### src/rtl/mem_access_unit.sv
// Load/store execution unit: one-hot op decode, byte-lane alignment and strobes,
// and a request/response handshake on a word-addressed data-memory bus.
//
//   state   | meaning
//   IDLE    | ready for a new op
//   REQ     | request on the bus, waiting for mem_req_ready
//   WAIT_RD | load issued, waiting for read data (optional timeout)
//   DONE    | one-cycle completion pulse on res_valid
module mem_access_unit #(
   parameter int unsigned TIMEOUT = 0
) (
   input  logic        i_clk,
   input  logic        i_rst,
   input  logic        i_op_valid,
   output logic        o_op_ready,
   input  logic [11:0] i_op_src,
   input  logic [31:0] i_op_addr,
   input  logic [31:0] i_op_rt,
   output logic        o_mem_req,
   output logic        o_mem_we,
   output logic [31:0] o_mem_addr,
   output logic [31:0] o_mem_wdata,
   output logic [3:0]  o_mem_strb,
   input  logic        i_mem_req_ready,
   input  logic [31:0] i_mem_rdata,
   input  logic        i_mem_rdata_vld,
   output logic        o_res_valid,
   output logic [31:0] o_res_data,
   output logic        o_res_err
);

   localparam int B_LW  = 0;
   localparam int B_LB  = 1;
   localparam int B_LBU = 2;
   localparam int B_LH  = 3;
   localparam int B_LHU = 4;
   localparam int B_LWL = 5;
   localparam int B_LWR = 6;
   localparam int B_SW  = 7;
   localparam int B_SB  = 8;
   localparam int B_SH  = 9;
   localparam int B_SWL = 10;
   localparam int B_SWR = 11;

   localparam logic [31:0] L_TO_LAST = 32'(TIMEOUT - 1);

   typedef enum logic [1:0] {
      IDLE    = 2'd0,
      REQ     = 2'd1,
      WAIT_RD = 2'd2,
      DONE    = 2'd3
   } state_t;

   state_t      r_state;
   logic [6:0]  r_ld_src;
   logic [1:0]  r_a;
   logic [31:0] r_rt;
   logic        r_is_store;
   logic [31:0] r_cnt;

   logic [1:0]  w_a;
   logic        w_onehot;
   logic        w_bad;
   logic        w_is_store;
   logic [3:0]  w_strb;
   logic [31:0] w_wdata;

   function automatic logic [31:0] f_load(input logic [6:0] src, input logic [1:0] a,
                                          input logic [31:0] d, input logic [31:0] rt);
      logic [7:0]  b;
      logic [15:0] h;
      logic [31:0] res;
      b   = 8'(d >> {a, 3'b000});
      h   = 16'(d >> {a[1], 4'b0000});
      res = '0;
      if (src[B_LW])  res = d;
      if (src[B_LB])  res = {{24{b[7]}}, b};
      if (src[B_LBU]) res = {24'd0, b};
      if (src[B_LH])  res = {{16{h[15]}}, h};
      if (src[B_LHU]) res = {16'd0, h};
      // Unaligned partial-word loads keep the rt bytes the loaded bytes do not cover.
      if (src[B_LWL]) res = (d << {~a, 3'b000}) | (rt & ~(32'hFFFF_FFFF << {~a, 3'b000}));
      if (src[B_LWR]) res = (d >> {a, 3'b000})  | (rt & ~(32'hFFFF_FFFF >> {a, 3'b000}));
      return res;
   endfunction

   assign w_a        = i_op_addr[1:0];
   assign w_onehot   = (i_op_src != 12'd0) && ((i_op_src & (i_op_src - 12'd1)) == 12'd0);
   assign w_is_store = |i_op_src[11:7];
   assign w_bad      = !w_onehot
                       || ((i_op_src[B_LW] || i_op_src[B_SW]) && (w_a != 2'd0))
                       || ((i_op_src[B_LH] || i_op_src[B_LHU] || i_op_src[B_SH]) && w_a[0]);

   always_comb begin
      w_strb  = 4'b0000;
      w_wdata = 32'd0;
      if (i_op_src[B_SW]) begin
         w_strb  = 4'b1111;
         w_wdata = i_op_rt;
      end
      if (i_op_src[B_SB]) begin
         w_strb  = 4'b0001 << w_a;
         w_wdata = {4{i_op_rt[7:0]}};
      end
      if (i_op_src[B_SH]) begin
         w_strb  = 4'b0011 << w_a;
         w_wdata = {2{i_op_rt[15:0]}};
      end
      if (i_op_src[B_SWL]) begin
         w_strb  = 4'b1111 >> ~w_a;
         w_wdata = i_op_rt >> {~w_a, 3'b000};
      end
      if (i_op_src[B_SWR]) begin
         w_strb  = 4'b1111 << w_a;
         w_wdata = i_op_rt << {w_a, 3'b000};
      end
   end

   assign o_op_ready = (r_state == IDLE) && !i_rst;

   always_ff @(posedge i_clk) begin
      if (i_rst) begin
         r_state     <= IDLE;
         r_ld_src    <= '0;
         r_a         <= '0;
         r_rt        <= '0;
         r_is_store  <= 1'b0;
         r_cnt       <= '0;
         o_mem_req   <= 1'b0;
         o_mem_we    <= 1'b0;
         o_mem_addr  <= '0;
         o_mem_wdata <= '0;
         o_mem_strb  <= 4'b0000;
         o_res_valid <= 1'b0;
         o_res_data  <= '0;
         o_res_err   <= 1'b0;
      end else begin
         o_res_valid <= 1'b0;
         case (r_state)
            IDLE: begin
               if (i_op_valid) begin
                  r_ld_src   <= i_op_src[6:0];
                  r_a        <= w_a;
                  r_rt       <= i_op_rt;
                  r_is_store <= w_is_store;
                  if (w_bad) begin
                     r_state     <= DONE;
                     o_res_valid <= 1'b1;
                     o_res_err   <= 1'b1;
                     o_res_data  <= '0;
                  end else begin
                     r_state     <= REQ;
                     o_mem_req   <= 1'b1;
                     o_mem_we    <= w_is_store;
                     o_mem_addr  <= {i_op_addr[31:2], 2'b00};
                     o_mem_wdata <= w_wdata;
                     o_mem_strb  <= w_is_store ? w_strb : 4'b0000;
                  end
               end
            end
            REQ: begin
               if (i_mem_req_ready) begin
                  o_mem_req  <= 1'b0;
                  o_mem_we   <= 1'b0;
                  o_mem_strb <= 4'b0000;
                  if (r_is_store) begin
                     r_state     <= DONE;
                     o_res_valid <= 1'b1;
                     o_res_err   <= 1'b0;
                     o_res_data  <= '0;
                  end else begin
                     r_state <= WAIT_RD;
                     r_cnt   <= '0;
                  end
               end
            end
            WAIT_RD: begin
               // Read data arriving on the last allowed cycle still wins over the timeout.
               if (i_mem_rdata_vld) begin
                  r_state     <= DONE;
                  o_res_valid <= 1'b1;
                  o_res_err   <= 1'b0;
                  o_res_data  <= f_load(r_ld_src, r_a, i_mem_rdata, r_rt);
               end else if ((TIMEOUT != 0) && (r_cnt == L_TO_LAST)) begin
                  r_state     <= DONE;
                  o_res_valid <= 1'b1;
                  o_res_err   <= 1'b1;
                  o_res_data  <= '0;
               end else begin
                  r_cnt <= r_cnt + 32'd1;
               end
            end
            DONE: begin
               r_state <= IDLE;
            end
            default: r_state <= IDLE;
         endcase
      end
   end

endmodule
### config.mk
export PLATFORM = sky130hd
export DESIGN_NAME = mem_access_unit
export DESIGN_NICKNAME = d
export VERILOG_FILES = /design/src/rtl/mem_access_unit.sv
export SDC_FILE = /design/constraint.sdc
export NUM_CORES = 1
export LEC_CHECK = 0
export ABC_AREA = 1
export CORE_UTILIZATION = 56
export DETAILED_ROUTE_END_ITERATION = 7
export PLACE_DENSITY = 0.95
export RECOVER_POWER = 50
export SLEW_MARGIN = 20
export SYNTH_ARGS = -nofsm -noshare
export SYNTH_HDL_FRONTEND = slang
export SYNTH_SLANG_ARGS = --single-unit
### constraint.sdc
create_clock -name i_clk -period 7.85 [get_ports i_clk]
set_clock_uncertainty 0.2 [all_clocks]
set_input_delay 1.57 -clock i_clk [delete_from_list [all_inputs] [get_ports i_clk]]
set_output_delay 1.57 -clock i_clk [all_outputs]
set_load 0.1 [all_outputs]
==> impl_metrics.env <==
export IMPL_cts_root_buffer="sky130_fd_sc_hd__clkbuf_16"
export IMPL_placementRows=47
export IMPL_grt_max_degree=64
export IMPL_layout_drive_gt1_share_pct=4.22
export IMPL_critical_path_startpoint_type="input port"
export IMPL_die_y_um=134
export IMPL_fp_dieArea_sq_um=17900
export IMPL_unrepaired_setup_endpoints_after_global_routing="no"
export IMPL_crit_slowest_cell="sky130_fd_sc_hd__clkbuf_1"
export IMPL_critical_path_peak_fanout=42
export IMPL_hold_violations=0
export IMPL_p_per_area_nw_per_um2=289
export IMPL_worst_slew_pin_slew_ns=1.78
export IMPL_drtPass1Iterations=6
export IMPL_antenna_found_initial=1
export IMPL_core_area_sq_um=16800
export IMPL_area_share_of_the_leading_cell_type_in_the_synthesized_netlist_pct=30.1
export IMPL_number_of_max_cap_violations=1
export IMPL_timing_critical_path_slowest_cell_delay_ns=1.28
export IMPL_finish_cell_count_without_fillers=2019
export IMPL_cts_hold_repair_buffers=0
export IMPL_layout_worst_path_cycle_share_pct=80.1
export IMPL_path_clk_slew_ns=0.07
export IMPL_yosys_register_bits=146
export IMPL_synth_common_cells="sky130_fd_sc_hd__nand2_1 (434), sky130_fd_sc_hd__nor2_1 (266), sky130_fd_sc_hd__o21ai_0 (213)"
export IMPL_fp_dieW_um=134
export IMPL_crit_type="input port to output pin"
export IMPL_synth_top_cells_by_area="sky130_fd_sc_hd__dfxtp_1 (30%), sky130_fd_sc_hd__nand2_1 (17%), sky130_fd_sc_hd__o21ai_0 (11%)"
export IMPL_yosys_warnings=0
export IMPL_grt_usage_pct=42.5
export IMPL_grt_overflow=0
export IMPL_tritoncts_num_sinks=146
export IMPL_avgRoutedWirePerCell_um=19.0
export IMPL_fmaxAchievable_ghz=0.159
export IMPL_fin_nets=1908
export IMPL_run_status="complete, but fails checks"
export IMPL_yosys_cell_types_count=38
export IMPL_cts_repair_timing_setup_buffer_count=0
export IMPL_path_cells="dlygate4sd3_1 > clkbuf_1 > nor2_1 > clkdlybuf4s50_1"
export IMPL_setup_total_negative_slack_ns=0
export IMPL_post_route_min_period_ns=6.28
export IMPL_timing_critical_path_arrival_ns=4.51
export IMPL_route_final_wire_length_um=38400
export IMPL_timing_max_slew_rel_slack_pct=-18.4
export IMPL_detailedRoute_firstIterationViolations=1842
export IMPL_avgViaCountPerCell=6.01
export IMPL_post_synth_top_count_cell="sky130_fd_sc_hd__nand2_1"
export IMPL_port_buffer_count=215
export IMPL_finalMaxSlewViolations=43
export IMPL_top_level_ports=218
export IMPL_ant_nets=0
export IMPL_seq_area_frac_synth_pct=30.1
export IMPL_dr_total_vias=12142
export IMPL_dominantRegCellSynth="sky130_fd_sc_hd__dfxtp_1"
export IMPL_vdd_ir_drop_worst_v=0.000184
export IMPL_cp_data_required_time_ns=6.08
export IMPL_clock_tree_htree_level_count=4
export IMPL_tightest_hold_margin_ns=0.264
export IMPL_dpl_hpwl_um=27100
export IMPL_synth_edff_count=0
export IMPL_tritoncts="yes"
export IMPL_initial_core_util_pct=57.9
export IMPL_cts_root_to_sink_buffers=2
export IMPL_cts_resized=0
export IMPL_tritoncts_num_buffers=17
export IMPL_drc=0
export IMPL_grt_pass1_vias=11069
export IMPL_synth_cell_area_sq_um=9710
export IMPL_min_path_type="flop to flop"
export IMPL_failing_checks="max-capacitance violations, max-slew violations"
export IMPL_static_leakage_power_nw=5.37
export IMPL_synth_largest_area_cell="sky130_fd_sc_hd__dfxtp_1"
export IMPL_cells_after_dpl=1987
export IMPL_setup_worst_path_end_class="output pin"
export IMPL_area_growth_syn_to_layout_pct=26.8
export IMPL_avgSynthCellArea_sq_um=5.87
export IMPL_number_of_setup_violations_in_the_final_report=0
export IMPL_first_pass_grt_wire_length_um=59300
export IMPL_clock_insertion_delay_worst_skew_ns=0.42
export IMPL_routability_driven_placement_congestion_ratio=1.01
export IMPL_netlist_instances=1653
export IMPL_share_of_synthesized_flip_flops_with_an_asynchronous_set_or_reset_pct=0
export IMPL_antenna_cells=0
final timing paths:
path,startpoint,to,slack [ns],depth (start not counted)
worst max-delay path,i_rst,o_op_ready,1.57,4
worst min-delay path,o_res_data[24],o_res_data[24],0.26,2
worst min register to register,o_res_data[24],o_res_data[24],0.26,2
worst max register to register,r_state[0],o_res_data[11],3.52,10
cells by family (layout without fill, tap and decap cells):
| logic type | after synthesis | in the layout | synth area share (%) |
|---|---|---|---|
| and+or+nand+nor | 808 | 808 | 33.4 |
| DFF | 146 | 146 | 30.1 |
| other | 1 | 2 | 0.0386 |
| adders and majority gates | 9 | 9 | 1.16 |
| AOI/OAI and AO/OA | 466 | 466 | 25.7 |
| buffers and inverters | 223 | 368 | 9.54 |
placed cells by master, fill, tap and decap left out, drive strengths merged, types with 5 or more instances in the layout:
| cell | count |
|---|---|
| nand2 | 438 |
| nor2 | 276 |
| o21ai | 247 |
| a21oi | 155 |
| dfxtp | 146 |
| clkdlybuf4s50 | 130 |
| inv | 109 |
| dlygate4sd3 | 85 |
| nand3 | 75 |
| o211ai | 21 |
| clkbuf | 20 |
| buf | 16 |
| nand4 | 11 |
| o221ai | 10 |
| a31oi | 9 |
| ha | 9 |
| o22ai | 7 |
| o2111ai | 6 |
| o21a | 5 |
| nor3 | 5 |
| clkinv | 5 |
area by class of cell:
| class | count | area [sq um] |
|---|---|---|
| multi-input cells | 1285 | 5860 |
| well taps | 220 | 275 |
| inverters | 104 | 390 |
| fillers | 1391 | 4450 |
| flip-flops and latches | 146 | 2920 |
| repair buffers | 232 | 2280 |
| clock buffers | 19 | 443 |
| clock inverters | 13 | 143 |
per-layer routing:
| layer | global-route usage (%) | share of wire [%] | wire length (um) | vias to the layer above |
|---|---|---|---|---|
| met2 | 67.2 | 45 | 17100 | 873 |
| li1 | - | - | - | 5692 |
| met1 | 52.1 | 38 | 14500 | 5415 |
| met5 | 0 | 0 | 0 | - |
| met3 | 10.6 | 11 | 4400 | 162 |
| met4 | 25.5 | 6.1 | 2350 | 0 |
per-stage QoR:
step                      setup slack (ns)  util [%]  power (W)  instance area [sq um]
after floorplan                       2.90         -    0.00222                   9710
after global placement                2.42      70.0    0.00267                  11700
after detailed placement              2.30      70.0    0.00269                  11700
after CTS                             2.57      73.5    0.00350                  12300
after global routing                  1.42      73.5    0.00373                  12300
final                                 1.57      73.5    0.00355                  12300
worst max-delay path: cells and delay by family:
family | cells | cell delay (ns)
AND/OR/NAND/NOR | 1 | 0.11
buffers and inverters | 3 | 2.83
report_power, final:
group | internal, W | switching (W)
sequential | 0.000845 | 0.0000680
clock | 0.000457 | 0.000356
combinational | 0.000475 | 0.00135
total | 0.00178 | 0.00178
state kept, by name (all words and copies together), names as in the netlist:
| register | flops |
|---|---|
| o_mem_strb | 4 |
| r_ld_src | 7 |
| o_res_err | 1 |
| o_mem_req | 1 |
| r_a | 2 |
| r_is_store | 1 |
| o_res_data | 32 |
| o_res_valid | 1 |
| o_mem_we | 1 |
| r_rt | 32 |
| o_mem_addr | 30 |
| o_mem_wdata | 32 |
| r_state | 2 |
Power figures use the tool's default switching activity.
